==> src/rtl/csa_prefix_resolve.sv <==
// csa_prefix_resolve: 3-stage Kogge-Stone resolver of a 16-bit carry-save pair; `CSA_APPROX_LOWER_EN selects an OR-approximated low section.
module csa_prefix_resolve #(
  parameter int APPROX_BITS = 4
) (
  input  logic        clk,
  input  logic        rst_n,
  input  logic        in_valid,
  output logic        in_ready,
  input  logic [15:0] in_sum,
  input  logic [15:0] in_carry,
  input  logic [3:0]  in_tag,
  output logic        out_valid,
  input  logic        out_ready,
  output logic [17:0] out_res,
  output logic [3:0]  out_tag
);
`ifdef CSA_APPROX_LOWER_EN
  localparam bit approx = 1'b1;
`else
  localparam bit approx = 1'b0;
`endif
  localparam logic [16:0] lo_mask  = approx ? 17'((17'd1 << APPROX_BITS) - 17'd1) : '0;
  localparam logic [16:0] seed_bit = approx ? 17'(17'd1 << (APPROX_BITS - 1)) : '0;
  function automatic logic [16:0] pfx_p(input logic [16:0] p_in, input int d0, input int d1);
    logic [16:0] p;
    p = p_in;
    for (int d = d0; d <= d1; d = d * 2)
      for (int i = 16; i >= d; i--) p[i] = p[i] & p[i - d];
    return p;
  endfunction
  function automatic logic [16:0] pfx_g(input logic [16:0] g_in, input logic [16:0] p_in, input int d0, input int d1);
    logic [16:0] g, p;
    g = g_in;
    p = p_in;
    for (int d = d0; d <= d1; d = d * 2)
      for (int i = 16; i >= d; i--) begin
        g[i] = g[i] | (p[i] & g[i - d]);
        p[i] = p[i] & p[i - d];
      end
    return g;
  endfunction
  logic        v1, v2, v3, adv;
  logic [16:0] x1, y1, g2, p2, h2;
  logic [16:0] px, gx, p1, g1, h1, g3;
  logic [3:0]  t1, t2, t3;
  logic [17:0] r3;
  assign adv      = ~v3 | out_ready;
  assign in_ready = adv;
  assign px = x1 ^ y1;
  assign gx = x1 & y1;
  // Low section: no propagate, only the top low bit seeds a carry upward.
  assign p1 = px & ~lo_mask;
  assign g1 = gx & (~lo_mask | seed_bit);
  assign h1 = (px & ~lo_mask) | ((x1 | y1) & lo_mask);
  assign g3 = pfx_g(g2, p2, 8, 16);
  always_ff @(posedge clk) begin
    if (!rst_n) begin
      {v1, v2, v3} <= '0;
      x1 <= '0;
      y1 <= '0;
      t1 <= '0;
      g2 <= '0;
      p2 <= '0;
      h2 <= '0;
      t2 <= '0;
      r3 <= '0;
      t3 <= '0;
    end else if (adv) begin
      v1 <= in_valid;
      v2 <= v1;
      v3 <= v2;
      x1 <= {1'b0, in_sum};
      y1 <= {in_carry, 1'b0};
      t1 <= in_tag;
      g2 <= pfx_g(g1, p1, 1, 4);
      p2 <= pfx_p(p1, 1, 4);
      h2 <= h1;
      t2 <= t1;
      r3 <= {g3[16], h2 ^ {g3[15:0], 1'b0}};
      t3 <= t2;
    end
  end
  assign out_valid = v3;
  assign out_res   = r3;
  assign out_tag   = t3;
endmodule

==> config.mk <==
export PLATFORM = sky130hd
export DESIGN_NAME = csa_prefix_resolve
export DESIGN_NICKNAME = d
export VERILOG_FILES = /design/src/rtl/csa_prefix_resolve.sv
export SDC_FILE = /design/constraint.sdc
export NUM_CORES = 1
export LEC_CHECK = 0
export BUFFER_PORTS_ARGS = -buffer_cell sky130_fd_sc_hd__buf_2
export CAP_MARGIN = 20
export CORE_MARGIN = 1
export CORE_UTILIZATION = 41
export CTS_BUF_LIST = sky130_fd_sc_hd__clkbuf_2 sky130_fd_sc_hd__clkbuf_4 sky130_fd_sc_hd__clkbuf_8
export DETAILED_ROUTE_END_ITERATION = 12
export PLACE_DENSITY_LB_ADDON = 0.2
export SLEW_MARGIN = 20
export SYNTH_ARGS = -nofsm -noshare
export SYNTH_HDL_FRONTEND = slang
export SYNTH_SLANG_ARGS = --single-unit
export TNS_END_PERCENT = 30
==> constraint.sdc <==
create_clock -name clk -period 2.7 [get_ports clk]
set_input_delay 0.135 -clock clk [delete_from_list [all_inputs] [get_ports clk]]
set_output_delay 0.135 -clock clk [all_outputs]
set_load 0.005 [all_outputs]
### Word-level counts from Yosys, hierarchy flattened

Index checks and enable logic that the tools add are counted.

* register bits after elaboration: 116
* input port bits: 40
* output and inout bits: 24
* word-level logic and storage cells: 170

* bitwise logic cells: 158

Operator list (number)
* 1-bit AND: 99
* 1-bit bitwise OR: 55
* 16-bit by 17-bit AND with 17-bit output: 1
* 16-bit by 17-bit XOR with 17-bit output: 1
* 17-bit XOR: 1
* 1-bit NOT: 1

### Longest topological paths before layout

* depth after elaboration: 7
* gate-level depth with buffers: 6

### Worst setup path after synthesis

No wires, ideal clock.

* path type: flip-flop to flip-flop
* start point: register x1[12]
* end point: register g2[16]
* setup time: 0.119 ns
* arrival: 1.340 ns
* data required time: 2.581 ns
* setup slack: 1.241 ns
* stages on the path, launching flop included: 6
* path through: dfxtp_1 ha_1 a21oi_1 o21ai_0 and4_1 o221a_2

* cells in the longest elaborated chain, start to end: 6
* elaborated cells between the ends (all ways): 9
* classes of those cells: 9 x bitwise

Ends and longest elaborated chain
* start, declared: RTL line 43 `logic [16:0] x1, y1, g2, p2, h2;`
* start signal, assigned: RTL line 72 `x1 <= {1'b0, in_sum};`
* 16-bit by 17-bit XOR with 17-bit output (*): RTL line 49 `assign px = x1 ^ y1;`
* named net h1[12]: RTL line 44 `logic [16:0] px, gx, p1, g1, h1, g3;`
* 1-bit AND (on tied branches): RTL line 37, 38
* 1-bit bitwise OR / 1-bit AND (equally long branches): RTL line 37 `g[i] = g[i] | (p[i] & g[i - d]);`
* 1-bit bitwise OR (*): RTL line 37
* 1-bit AND (*): RTL line 37
* 1-bit bitwise OR (*): RTL line 37
* end signal, assigned: RTL line 75 `g2 <= pfx_g(g1, p1, 1, 4);`
* end, declared: RTL line 43

The timed path passes the listed nets; every way through them passes the cells marked *.
A chain may end at the register's enable or synchronous reset.

### Final worst setup path

* start point: register v3 (netlist: out_valid)
* end point: register r3[16] (netlist: out_res[16])

* cells in the longest elaborated chain, start to end: 2

Ends and longest elaborated chain
* start, declared: RTL line 42 `logic v1, v2, v3, adv;`
* start signal, assigned: RTL line 71 `v3 <= v2;`
* 1-bit NOT: RTL line 47 `assign adv = ~v3 | out_ready;`
* 1-bit bitwise OR: RTL line 47
* end signal, assigned: RTL line 79 `r3 <= {g3[16], h2 ^ {g3[15:0], 1'b0}};`
* end, declared: RTL line 46 `logic [17:0] r3;`

No other way between the ends.

==> flow_summary.rst <==
.. list-table::
   :header-rows: 1

   * - Metric
     - Value
   * - R2r startpoint
     - out_valid$_SDFFE_PN0P_
   * - Detailed Route Iter0 Violations
     - 145
   * - First-pass GRT wire length
     - 16200 um
   * - Highest clock frequency the design can meet
     - 522 MHz
   * - Register area share after synthesis
     - 46.7%
   * - Total congestion overflow
     - 0
   * - Die boundary height
     - 107 um
   * - Most numerous cell in the Yosys netlist
     - nand2_1
   * - Post-CTS setup repair buffer count
     - 0
   * - Mapped Cells
     - 539
   * - Top flip-flop cell by instance count after synthesis
     - dfxtp_1
   * - Maximum net fanout on the critical path
     - 60
   * - Routability cong.
     - 0.809
   * - Layout filler cell count
     - 1131
   * - Worst slew margin
     - 52.3%
   * - Tot Pwr
     - 2.92 mW
   * - Length in cells of the worst reg-to-reg path
     - 5
   * - Root Buffer
     - clkbuf_8
   * - WHS Path Cells
     - 3
   * - Required @ worst endpoint
     - 2960 ps
   * - Number of antenna violations at the first check in global routing
     - 0
   * - Worst Min Path Start
     - in_tag[3]
   * - DIE AREA
     - 11500 um2
   * - Number of synthesized register bits
     - 106
   * - Number of distinct library cells after synthesis
     - 37
   * - Mean cell area of the mapped netlist
     - 8.44 um2
   * - Hold WC Path Type
     - primary input to register
   * - Via count
     - 3660
   * - Overall routed net length
     - 9600 um
   * - Largest clock skew in the final design
     - 13.4 ps
   * - Depth of the CTS H-tree
     - 3
   * - Top cells by area, synth
     - dfxtp_1, nand2_1, a21boi_0, ha_1, o21ai_0
   * - R2R Setup Slk
     - 790 ps
   * - Synthesized area
     - 4550 um2
   * - Vias in the first global route
     - 3385
   * - Clock-pin transition on the worst setup and hold timing paths
     - 100 ps
   * - Overall routing resource usage
     - 17.7%
   * - Worst hold path endpoint
     - t1[3]$_SDFFE_PN0P_
   * - Number of nets in the layout
     - 642
   * - Sum Neg Setup Slack
     - 0 ps
   * - Clock Sinks
     - 106
   * - Post-synthesis to final-layout area growth
     - 12.9%
   * - Power per Cell Area
     - 570 nW/um2
   * - Worst slack at placement
     - 784 ps
   * - Crit Reg-Reg Endpoint
     - out_res[16]$_SDFFE_PN0P_
   * - Hold violation count in the final report
     - 0
   * - Transition time at the pin with the least slew margin
     - 714 ps
   * - Number of setup violations in the final report
     - 0
   * - Type of element launching the critical path
     - register
   * - Wirelength per Cell
     - 13.1 um
   * - Final Worst Setup Slack
     - 785 ps
   * - Core footprint
     - 10800 um2
   * - Slew Viols, Final
     - 0
   * - Leak pwr
     - 2.20 nW
   * - Detailed-route DRC error count
     - 0
   * - Fraction of synthesis flops using an asynchronous set or reset pin
     - 0%
   * - I/O pins
     - 64
   * - CTS tree
     - yes
   * - Synthesized net count
     - 594
   * - Type of element capturing the critical path
     - register
   * - DR vias/cell
     - 5.00
   * - Count of flip-flops with a built-in enable after synthesis
     - 0
   * - Insertion delay to the later sink of the worst-skew pair
     - 360 ps
   * - Share of final-layout standard cells stronger than drive strength 1
     - 15.2%
   * - Largest vdd supply drop
     - 0.299 mV
   * - Cell taking the most area after synthesis
     - dfxtp_1
   * - Pin count of the biggest net entering global routing
     - 111
   * - Maximum clock path buffer count
     - 2
   * - Site Rows
     - 38
   * - Post-layout min period
     - 1910 ps
   * - Chip Width
     - 107 um
   * - Cell types with the highest counts after synthesis
     - nand2_1, dfxtp_1, a21boi_0
   * - Starting density of the core
     - 41.9%
   * - Data arrival at the endpoint of the critical path
     - 2180 ps
   * - Detailed Routing Iterations Pass 1
     - 4
   * - Final period utilization
     - 70.9%
   * - Result of the run
     - finished, final reports clean
   * - Share of Yosys cell area claimed by the top area cell type
     - 46.7%
   * - Final worst hold slack
     - 17.2 ps
   * - Number of CTS-inserted buffers
     - 9
   * - Diodes inserted
     - 0
   * - DP Wirelength
     - 6580 um
   * - Count of warnings emitted by yosys
     - 0
   * - Setup CP Type
     - register to register
   * - I/O Buffers
     - 63
   * - Antenna violation net count after detailed routing
     - 0
   * - Maxcap violations
     - 0
   * - Count of cells resized by post-cts repair
     - 0
   * - Setup repair after global routing missed its margin
     - no
-- critical path, cell delays in order (launching register included) --
cell,delay [ps]
dfxtp_1,340
nor2b_4,150
buf_4,480
buf_4,490
o21ai_0,160
and2_1,180
-- metrics by stage --
step	cells	utilization (%)	cell area (um2)
2_1_floorplan	539	-	4550
3_3_place_gp	713	45.5	4930
3_5_place_dp	713	45.5	4930
4_1_cts	732	47.4	5130
5_1_grt	732	47.4	5130
6_report	732	47.4	5130
-- timing repair --
| item | 4_1_cts | 5_1_grt |
|---|---|---|
| endpoints found under the setup margin | 0 | 0 |
| hold buffers | 3 | 0 |
| hold endpoints to repair | 3 | 0 |
-- layout make-up --
class                      instances  area (um2)  area share [%]
timing repair buffer              72         415            8.09
clock inverter                     6        41.3           0.804
sequential                       106        2120            41.3
tap                              140         175            3.41
inverter                           2        7.51           0.146
multi-input combinational        396        2240            43.7
clock buffer                      10         131            2.56
-- kinds of logic after synthesis --
kind of cell             count (synthesis)  synth area share [%]
AO/OA/AOI/OAI                          154                  22.7
AND/OR/NAND/NOR                        211                  19.3
adder cells (fa/ha/maj)                 15                  4.13
multiplexers                             1                 0.220
flip-flops                             106                  46.7
buffers and inverters                   37                  4.04
XOR/XNOR                                15                  2.89
-- sequential cells by signal, summed over array words and instances (netlist names) --
signal,cells
x1,16
t1,4
h2,16
y1,16
p2,9
t2,4
out_res,18
v1,1
out_tag,4
v2,1
out_valid,1
g2,16
-- report_power, final --
part | total (mW) | switching, mW | internal, mW
registers | 1.70 | 0.0501 | 1.65
clock network | 0.886 | 0.540 | 0.347
logic | 0.338 | 0.184 | 0.154
total | 2.92 | 0.774 | 2.15
-- worst max path at each step --
stage                      startpoint                        to
3_5_place_dp   out_valid$_SDFFE_PN0P_  out_res[16]$_SDFFE_PN0P_
4_1_cts        out_valid$_SDFFE_PN0P_       g2[16]$_SDFFE_PN0P_
3_3_place_gp   out_valid$_SDFFE_PN0P_  out_res[16]$_SDFFE_PN0P_
6_report       out_valid$_SDFFE_PN0P_  out_res[16]$_SDFFE_PN0P_
5_1_grt        out_valid$_SDFFE_PN0P_       g2[16]$_SDFFE_PN0P_
2_1_floorplan     x1[12]$_SDFFE_PN0P_       g2[16]$_SDFFE_PN0P_
-- per-layer routing --
| layer | vias up | wire (um) | global-route usage (%) |
|---|---|---|---|
| met5 | - | 0 | 0 |
| met4 | 0 | 104 | 5.87 |
| met3 | 8 | 278 | 2.42 |
| met2 | 62 | 4180 | 27.4 |
| met1 | 1677 | 5040 | 25.4 |
| li1 | 1913 | - | - |
-- layout by cell type, fill, tap and decap left out, drive strengths merged, types with 4 or more instances in the layout --
master and instances:
clkbuf 10, dfxtp 106, xor2 7, xnor2 8, buf 69, a21boi 68, nor2 12, ha 15
and2 13, nand4 4, nand2 166, a21oi 31, o21ai 33, o211a 9, nor3 4, nand3 6
Note: power is estimated with default switching activity, not from simulation.
